File: src/rtl/hazard_stall_unit_pkg.sv
// Shared pipeline definitions: the MDU state encoding and the register-0 constant,
// which the forwarding logic also uses.
package hazard_stall_unit_pkg;

  typedef enum logic [1:0] {
    MDU_IDLE = 2'b00,
    MDU_BUSY = 2'b01,
    MDU_DONE = 2'b10
  } mdu_state_t;

  localparam logic [4:0] REG_ZERO = 5'd0;

  // $zero never carries a real dependency, so it never matches.
  function automatic logic reg_match(input logic [4:0] dst, input logic [4:0] src);
    return (dst != REG_ZERO) && (dst == src);
  endfunction

endpackage

File: src/rtl/hazard_stall_unit_mdu_busy_tracker.sv
// Occupancy tracker for the multi-cycle mult/div unit: IDLE -> BUSY (countdown) -> DONE -> IDLE.
module mdu_busy_tracker
  import hazard_stall_unit_pkg::*;
#(
  parameter int MULT_CYCLES = 4,
  parameter int DIV_CYCLES  = 32,
  parameter int CNT_W       = 6
) (
  input  logic clk,
  input  logic rst_n,
  input  logic i_start,
  input  logic i_is_div,
  output logic o_busy,
  output logic o_done
);

  mdu_state_t       r_state;
  mdu_state_t       w_state_next;
  logic [CNT_W-1:0] r_count;
  logic [CNT_W-1:0] w_count_next;

  always_ff @(posedge clk or negedge rst_n) begin
    if (!rst_n) begin
      r_state <= MDU_IDLE;
      r_count <= '0;
    end else begin
      r_state <= w_state_next;
      r_count <= w_count_next;
    end
  end

  // The start edge and the DONE cycle each take one slot, so the countdown
  // begins at N-2 to give an occupancy of exactly N cycles.
  always_comb begin
    w_state_next = r_state;
    w_count_next = r_count;
    case (r_state)
      MDU_IDLE: begin
        if (i_start) begin
          w_count_next = i_is_div ? CNT_W'(DIV_CYCLES - 2) : CNT_W'(MULT_CYCLES - 2);
          w_state_next = MDU_BUSY;
        end
      end
      MDU_BUSY: begin
        if (r_count == '0) begin
          w_state_next = MDU_DONE;
        end else begin
          w_count_next = r_count - CNT_W'(1);
        end
      end
      MDU_DONE: begin
        w_state_next = MDU_IDLE;
      end
      default: begin
        w_state_next = MDU_IDLE;
      end
    endcase
  end

  assign o_busy = (r_state != MDU_IDLE);
  assign o_done = (r_state == MDU_DONE);

endmodule

File: src/rtl/hazard_stall_unit.sv
// Stall/flush generation for hazards that bypassing cannot cover: load-use,
// ID-resolved branch/jr operands, and accesses to a busy mult/div unit.
module hazard_stall_unit
  import hazard_stall_unit_pkg::*;
#(
  parameter int MULT_CYCLES = 4,
  parameter int DIV_CYCLES  = 32,
  parameter int CNT_W       = 6,
  parameter int PERF_W      = 32
) (
  input  logic              clk,
  input  logic              rst_n,
  input  logic [4:0]        RsD,
  input  logic [4:0]        RtD,
  input  logic [4:0]        WriteRegE,
  input  logic [4:0]        WriteRegM,
  input  logic              RegWriteE,
  input  logic              MemtoRegE,
  input  logic              MemtoRegM,
  input  logic              BranchD,
  input  logic              JumpRegD,
  input  logic              PCSrcD,
  input  logic              MduReadD,
  input  logic              MduWriteD,
  input  logic              MduStartE,
  input  logic              MduIsDivE,
  output logic              StallF,
  output logic              StallD,
  output logic              FlushE,
  output logic              FlushD,
  output logic              MduBusy,
  output logic              MduDone,
  output logic [PERF_W-1:0] StallCount
);

  logic              w_lwstall;
  logic              w_branch_dep_e;
  logic              w_branch_dep_m;
  logic              w_branchstall;
  logic              w_mdustall;
  logic              w_stall;
  logic              w_mdu_busy;
  logic              w_mdu_done;
  logic [PERF_W-1:0] r_stall_count;

  mdu_busy_tracker #(
    .MULT_CYCLES(MULT_CYCLES),
    .DIV_CYCLES (DIV_CYCLES),
    .CNT_W      (CNT_W)
  ) u_mdu_busy_tracker (
    .clk     (clk),
    .rst_n   (rst_n),
    .i_start (MduStartE),
    .i_is_div(MduIsDivE),
    .o_busy  (w_mdu_busy),
    .o_done  (w_mdu_done)
  );

  assign w_lwstall = RegWriteE & MemtoRegE &
                     (reg_match(WriteRegE, RsD) | reg_match(WriteRegE, RtD));

  // jr/jalr only reads rs; beq/bne compares both operands.
  assign w_branch_dep_e = RegWriteE &
                          (reg_match(WriteRegE, RsD) | (BranchD & reg_match(WriteRegE, RtD)));
  assign w_branch_dep_m = MemtoRegM &
                          (reg_match(WriteRegM, RsD) | (BranchD & reg_match(WriteRegM, RtD)));
  assign w_branchstall  = (BranchD | JumpRegD) & (w_branch_dep_e | w_branch_dep_m);

  assign w_mdustall = (MduReadD | MduWriteD) & (w_mdu_busy | MduStartE);

  assign w_stall = rst_n & (w_lwstall | w_branchstall | w_mdustall);

  assign StallF  = w_stall;
  assign StallD  = w_stall;
  assign FlushE  = w_stall;
  // A stalled branch re-resolves next cycle, so it must not flush yet.
  assign FlushD  = rst_n & PCSrcD & ~w_stall;
  assign MduBusy = w_mdu_busy;
  assign MduDone = w_mdu_done;

  always_ff @(posedge clk or negedge rst_n) begin
    if (!rst_n) begin
      r_stall_count <= '0;
    end else if (w_stall && !(&r_stall_count)) begin
      r_stall_count <= r_stall_count + PERF_W'(1);
    end
  end

  assign StallCount = r_stall_count;

endmodule

File: config.mk
export PLATFORM = sky130hd
export DESIGN_NAME = hazard_stall_unit
export DESIGN_NICKNAME = d
export VERILOG_FILES = /design/src/rtl/hazard_stall_unit_pkg.sv /design/src/rtl/hazard_stall_unit_mdu_busy_tracker.sv /design/src/rtl/hazard_stall_unit.sv
export SDC_FILE = /design/constraint.sdc
export NUM_CORES = 1
export LEC_CHECK = 0
export CAP_MARGIN = 20
export CELL_PAD_IN_SITES_DETAIL_PLACEMENT = 1
export CELL_PAD_IN_SITES_GLOBAL_PLACEMENT = 1
export CORE_MARGIN = 1.5
export CORE_UTILIZATION = 38
export DETAILED_ROUTE_END_ITERATION = 7
export PLACE_DENSITY = 0.82
export SETUP_SLACK_MARGIN = 0.15
export SYNTH_ARGS = -nofsm -noshare
export SYNTH_HDL_FRONTEND = slang
export SYNTH_HIERARCHICAL = 1
export SYNTH_SLANG_ARGS = --single-unit
File: constraint.sdc
create_clock -name clk -period 6.35 [get_ports clk]
set_input_delay 1.27 -clock clk [delete_from_list [all_inputs] [get_ports clk]]
set_output_delay 1.27 -clock clk [all_outputs]
set_load 0.03 [all_outputs]
Word level (Yosys, flattened, before mapping)
Cells that the tools add are included.
{ "word_totals": {"regBits": 40, "elab_cells": 57, "output_inout_bits": 38} }
{ "classes": {"bitwise": 21, "reduce_logical": 15, "eq_ne": 9, "muxes": 7, "add_sub_neg": 2} }
{ "ops": {"columns": ["op", "count"], "rows": [
  ["$add A32 B1 Y32 const B", 1],
  ["$reduce_and A32 Y1", 1],
  ["$eq A5 B5 Y1", 4],
  ["$mux W6", 2],
  ["$pmux W6 S2", 1],
  ["$and A1 B1 Y1", 11],
  ["$reduce_bool A5 Y1", 2],
  ["$or A1 B1 Y1", 9],
  ["$logic_not A6 Y1", 1],
  ["$sub A6 B1 Y6 const B", 1],
  ["$logic_and A1 B1 Y1", 5],
  ["$mux W5", 1],
  ["$mux W2", 2],
  ["$ne A2 B2 Y1 const B", 2],
  ["$pmux W2 S2", 1],
  ["$reduce_bool A2 Y1", 2],
  ["$reduce_and A3 Y1", 1],
  ["$eq A2 B1 Y1 const B", 1],
  ["$eq A2 B2 Y1 const B", 1],
  ["$logic_not A2 Y1", 1],
  ["$ne A2 B1 Y1 const B", 1],
  ["$reduce_and A2 Y1", 1],
  ["$logic_not A1 Y1", 1],
  ["$not A1 Y1", 1]
]} }

Depth between registers and ports, before layout
{ "logic_depth": {"ltp_word": 12, "ltp_mapped": 9, "ltp_nobuf": 8} }

Modules after synthesis
The synthesis kept the hierarchy.
{ "by_module_without_submodules": {"columns": ["mod", "area_per_inst_um2", "instances", "cells_each"], "rows": [
  ["hazard_stall_unit", 1856.8, 1, 185],
  ["mdu_busy_tracker", 516.7, 1, 57]
]} }

Least setup slack after synthesis
No wires, ideal clock.
{ "synth_timing": {"kind": "in2out", "start": "input WriteRegM[1]", "end": "output StallD", "t_arrival_ns": 2.624, "path_slack_ns": 2.456, "stages": 6, "cell_sequence": "or4_1 o21ai_1 o221ai_2 and2_2 buf_4 buf_4"} }
{ "synth_between": {"elab_chain_cells": 10, "elab_cells_between_ends": 13, "cone_classes": "2 x eq/ne; 8 x bitwise; 3 x reduce/logical"} }
{ "synth_lines": {"columns": ["item", "line", "rtl"], "rows": [
  ["from (decl)", "hazard_stall_unit.sv:16", "input logic [4:0] WriteRegM,"],
  ["$eq A5 B5 Y1 or $reduce_bool A5 Y1 (tied branches)", "hazard_stall_unit_pkg.sv:15", "return (dst != REG_ZERO) && (dst == src);"],
  ["$logic_and A1 B1 Y1", "hazard_stall_unit_pkg.sv:15", null],
  ["$and A1 B1 Y1", "hazard_stall_unit.sv:66", "(reg_match(WriteRegM, RsD) | (BranchD & reg_match(WriteRegM, RtD)));"],
  ["$or A1 B1 Y1 (*)", "hazard_stall_unit.sv:66", null],
  ["$and A1 B1 Y1 (*)", "hazard_stall_unit.sv:65", "assign w_branch_dep_m = MemtoRegM &"],
  ["$or A1 B1 Y1 (*)", "hazard_stall_unit.sv:67", "assign w_branchstall = (BranchD | JumpRegD) & (w_branch_dep_e | w_branch_dep_m);"],
  ["$and A1 B1 Y1 (*)", "hazard_stall_unit.sv:67", null],
  ["$or A1 B1 Y1 (*) (2 in series)", "hazard_stall_unit.sv:71", "assign w_stall = rst_n & (w_lwstall | w_branchstall | w_mdustall);"],
  ["$and A1 B1 Y1 (*)", "hazard_stall_unit.sv:71", null],
  ["to (decl)", "hazard_stall_unit.sv:28", "output logic StallD,"]
]} }
Every way passes the cells marked *; elsewhere a longest branch is shown, timed or not.

Worst setup path after layout
{ "layout_timing": {"start": "input RtD[4]", "end": "output StallD"} }
{ "layout_between": {"elab_chain_cells": 10, "elab_cells_between_ends": 17, "cone_classes": "2 x eq/ne; 13 x bitwise; 2 x reduce/logical"} }
{ "layout_lines": {"columns": ["item", "line", "rtl"], "rows": [
  ["from (decl)", "hazard_stall_unit.sv:14", "input logic [4:0] RtD,"],
  ["$eq A5 B5 Y1", "hazard_stall_unit_pkg.sv:15", null],
  ["$logic_and A1 B1 Y1", "hazard_stall_unit_pkg.sv:15", null],
  ["$and A1 B1 Y1, on equally long branches", "hazard_stall_unit.sv:64, hazard_stall_unit.sv:66", null],
  ["$or A1 B1 Y1, on equally long branches", "hazard_stall_unit.sv:64, hazard_stall_unit.sv:66", null],
  ["$and A1 B1 Y1, on equally long branches", "hazard_stall_unit.sv:63, hazard_stall_unit.sv:65", null],
  ["$or A1 B1 Y1", "hazard_stall_unit.sv:67", null],
  ["$and A1 B1 Y1", "hazard_stall_unit.sv:67", null],
  ["$or A1 B1 Y1 (*) (2 in series)", "hazard_stall_unit.sv:71", null],
  ["$and A1 B1 Y1 (*)", "hazard_stall_unit.sv:71", null]
]} }
Marks and branches as above.

==> impl_metrics.env <==
export IMPL_run_status="finished, final reports clean"
export IMPL_layout_cells_most_common_list="sky130_fd_sc_hd__clkdlybuf4s50_1 (68), sky130_fd_sc_hd__dfrtp_1 (40), sky130_fd_sc_hd__xnor2_1 (40), sky130_fd_sc_hd__nand3_1 (23), sky130_fd_sc_hd__nand4_1 (15)"
export IMPL_max_cap_viol_count=0
export IMPL_final_layout_size_suffix_gt1_share_pct=6.75
export IMPL_drtPass1Iterations=5
export IMPL_postSynthNetCount=277
export IMPL_final_cycle_utilization_of_the_critical_path_pct=79.3
export IMPL_tightest_slew_ns=0.759
export IMPL_crit_path_max_incr_delay_ns=0.73
export IMPL_dieArea_um2=6730
export IMPL_design_final_nets=345
export IMPL_setup_violations_final=0
export IMPL_synthDistinctLibCells=52
export IMPL_io_buffer_count=69
export IMPL_p_per_area_nw_per_um2=277
export IMPL_h_tree_lvl_count=2
export IMPL_worst_slew_margin_rel_pct=49.4
export IMPL_clock_root_buffer="sky130_fd_sc_hd__clkbuf_8"
export IMPL_worst_path_max_delay_cell="sky130_fd_sc_hd__clkdlybuf4s50_1"
export IMPL_synth_area_leaders="sky130_fd_sc_hd__dfrtp_1 (42%), sky130_fd_sc_hd__xnor2_1 (15%), sky130_fd_sc_hd__nand3_1 (4.8%)"
export IMPL_layout_core_utilization_pct=53.7
export IMPL_cts_inserted_buffers=5
export IMPL_netlist_top_cell_by_area="sky130_fd_sc_hd__dfrtp_1"
export IMPL_globalRouteTotalUtil_pct=19.8
export IMPL_leakagePower_nw=1.25
export IMPL_yosys_area_top_type_share_pct=42.2
export IMPL_placeableCoreArea_um2=5990
export IMPL_top_level_ports=70
export IMPL_remaining_drc_errors=0
export IMPL_grt_first_pass_wirelength_um=10200
export IMPL_cp_cell_sequence="clkdlybuf4s50_1 -> xor2_1 -> nor4_1 -> a32oi_1 -> o221ai_2 -> and2_2 -> clkdlybuf4s50_1"
export IMPL_drtIter0Drc=43
export IMPL_initial_core_utilization_pct=39.6
export IMPL_post_synthesis_sequential_element_count=40
export IMPL_synth_sequential_area_ratio_pct=42.2
export IMPL_routabilityCongestion=0.772
export IMPL_std_cell_rows=28
export IMPL_gr_total_overflow=0
export IMPL_worstPathMaxFanout=15
export IMPL_fin_worst_skew_ns=0.00979
export IMPL_critical_path_arrival_ns=3.77
export IMPL_crit_path_frequent_cell="sky130_fd_sc_hd__clkdlybuf4s50_1"
export IMPL_place_hpwl_um=4680
export IMPL_worst_setup_hold_path_clk_slew_ns=0.09
export IMPL_number_of_setup_buffers_added_after_cts=0
export IMPL_totalNegativeSetupSlack_ns=0
export IMPL_synth_edf_count=0
export IMPL_worst_setup_path_end_kind="output pin"
export IMPL_viasPerCell=5.35
export IMPL_die_width_um=82.0
export IMPL_total_via_count_in_the_routed_design=2066
export IMPL_postSynth_topFlopCell="sky130_fd_sc_hd__dfrtp_1"
export IMPL_yosys_warnings=6
export IMPL_clock_fmax_mhz=199
export IMPL_route_final_wire_length_um=6200
export IMPL_vdd_drop_max_mv=0.232
export IMPL_min_delay_path_class="reg2reg"
export IMPL_area_growth_syn_to_layout_pct=35.6
export IMPL_cts_buffer_depth=2
export IMPL_total_count_of_max_transition_violations_in_the_final_report=0
export IMPL_clkSinkCount=40
export IMPL_final_antenna_net_count=0
export IMPL_cts_resized=0
export IMPL_grt_max_degree=29
export IMPL_post_cts_hold_buffer_count=0
export IMPL_avgSynthCellArea_um2=9.81
export IMPL_die_height_um=82.0
export IMPL_syn_cell_area_um2=2370
export IMPL_synth_async_reset_ratio_pct=100
export IMPL_cts_tree="yes"
export IMPL_clkLatencyLatePin_ns=0.30
export IMPL_antenna_found_initial=0
export IMPL_timing_critical_path_from_type="primary input"
export IMPL_average_routed_wire_per_standard_cell_um=16.0
export IMPL_hold_viol_final=0
export IMPL_final_period_minus_worst_setup_slack_ns=5.04
export IMPL_post_layout_total_power_uw=891
export IMPL_layout_commonest_cell="sky130_fd_sc_hd__clkdlybuf4s50_1"
export IMPL_timing_critical_path_required_ns=5.08
export IMPL_gate_count_of_the_mapped_netlist=242
export IMPL_setup_worst_path_class="in2out"
export IMPL_num_antenna_cells=0
export IMPL_first_global_vias=2084
export IMPL_rsz0062_at_grt="no"
-- state kept, by name, indices dropped and copies added (netlist names) --
| signal | cells |
|---|---|
| u_mdu_busy_tracker/r_count | 6 |
| u_mdu_busy_tracker/r_state | 2 |
| StallCount | 32 |
-- report_power, final --
part	internal (mW)	switching (mW)
logic	0.147	0.165
registers	0.296	0.0652
clock network	0.118	0.0994
-- routing by layer --
layer | vias up | part of all wire [%] | GRT usage [%]
met3 | 8 | 3.8 | 3.78
met4 | 0 | 1.6 | 5.76
li1 | 996 | - | -
met2 | 44 | 47 | 33.3
met5 | - | 0 | 0
met1 | 1018 | 47 | 25.8
-- path summary, 6_finish.rpt --
path                                            startpoint                                   endpoint  slack [ns]  cells after the start
worst max register to register   StallCount[0]$_DFFE_PN0P_                 StallCount[20]$_DFFE_PN0P_        3.73                      8
worst min register to register  StallCount[31]$_DFFE_PN0P_                 StallCount[31]$_DFFE_PN0P_        0.50                      1
worst min-delay path            StallCount[31]$_DFFE_PN0P_                 StallCount[31]$_DFFE_PN0P_        0.50                      1
max in group asynchronous                            rst_n                 StallCount[22]$_DFFE_PN0P_        4.78                      2
worst max-delay path                                RtD[4]                                     StallD        1.31                      7
min in group asynchronous                            rst_n  u_mdu_busy_tracker/r_count[5]$_DFFE_PN0P_        0.87                      1
-- worst max-delay path: cells and delay by family --
family / cells / cell delay (ns)
buf+inv: 2 / 1.19
simple gates: 2 / 0.69
compound gates: 2 / 0.43
xor+xnor: 1 / 0.18
-- area by class of cell --
class	instances	area, um^2
repair buffers	70	693
well taps	75	93.8
inverters	6	22.5
flip-flops and latches	40	1000
fillers	672	2770
multi-input cells	187	1290
clock buffers	5	68.8
clock inverters	3	46.3
-- cells in the mapped netlist, drive strengths merged (4+ instances only) --
cell and number:
nand3 24, nand4 15, and2 4, dfrtp 40
buf 6, o21ai 7, xor2 10, nand2 13
nor3 4, and3 9, nor2 14, nor2b 4
inv 6, a21oi 4, xnor2 40
-- per-stage QoR --
step                setup WS, ns  instance area, um^2  instances  hold WS, ns
floorplan                   2.46                 2370        242        0.502
global placement            1.40                 3100        378        0.481
detailed placement          1.27                 3100        378        0.495
CTS                         1.27                 3220        386        0.508
global route                1.13                 3220        386        0.517
finish                      1.31                 3220        386        0.500
-- kinds of logic (layout without fill, tap and decap cells) --
| logic type | after synthesis | count (layout) | synth area share, % |
|---|---|---|---|
| AND/OR/NAND/NOR | 105 | 105 | 25.1 |
| XOR/XNOR | 50 | 50 | 18.5 |
| flip-flops | 40 | 40 | 42.2 |
| AO/OA/AOI/OAI | 26 | 26 | 7.70 |
| buffers and inverters | 15 | 84 | 3.37 |
| adder cells (fa/ha/maj) | 3 | 3 | 1.58 |
| multiplexers | 3 | 3 | 1.58 |
Note: power is estimated with default switching activity, not from simulation.
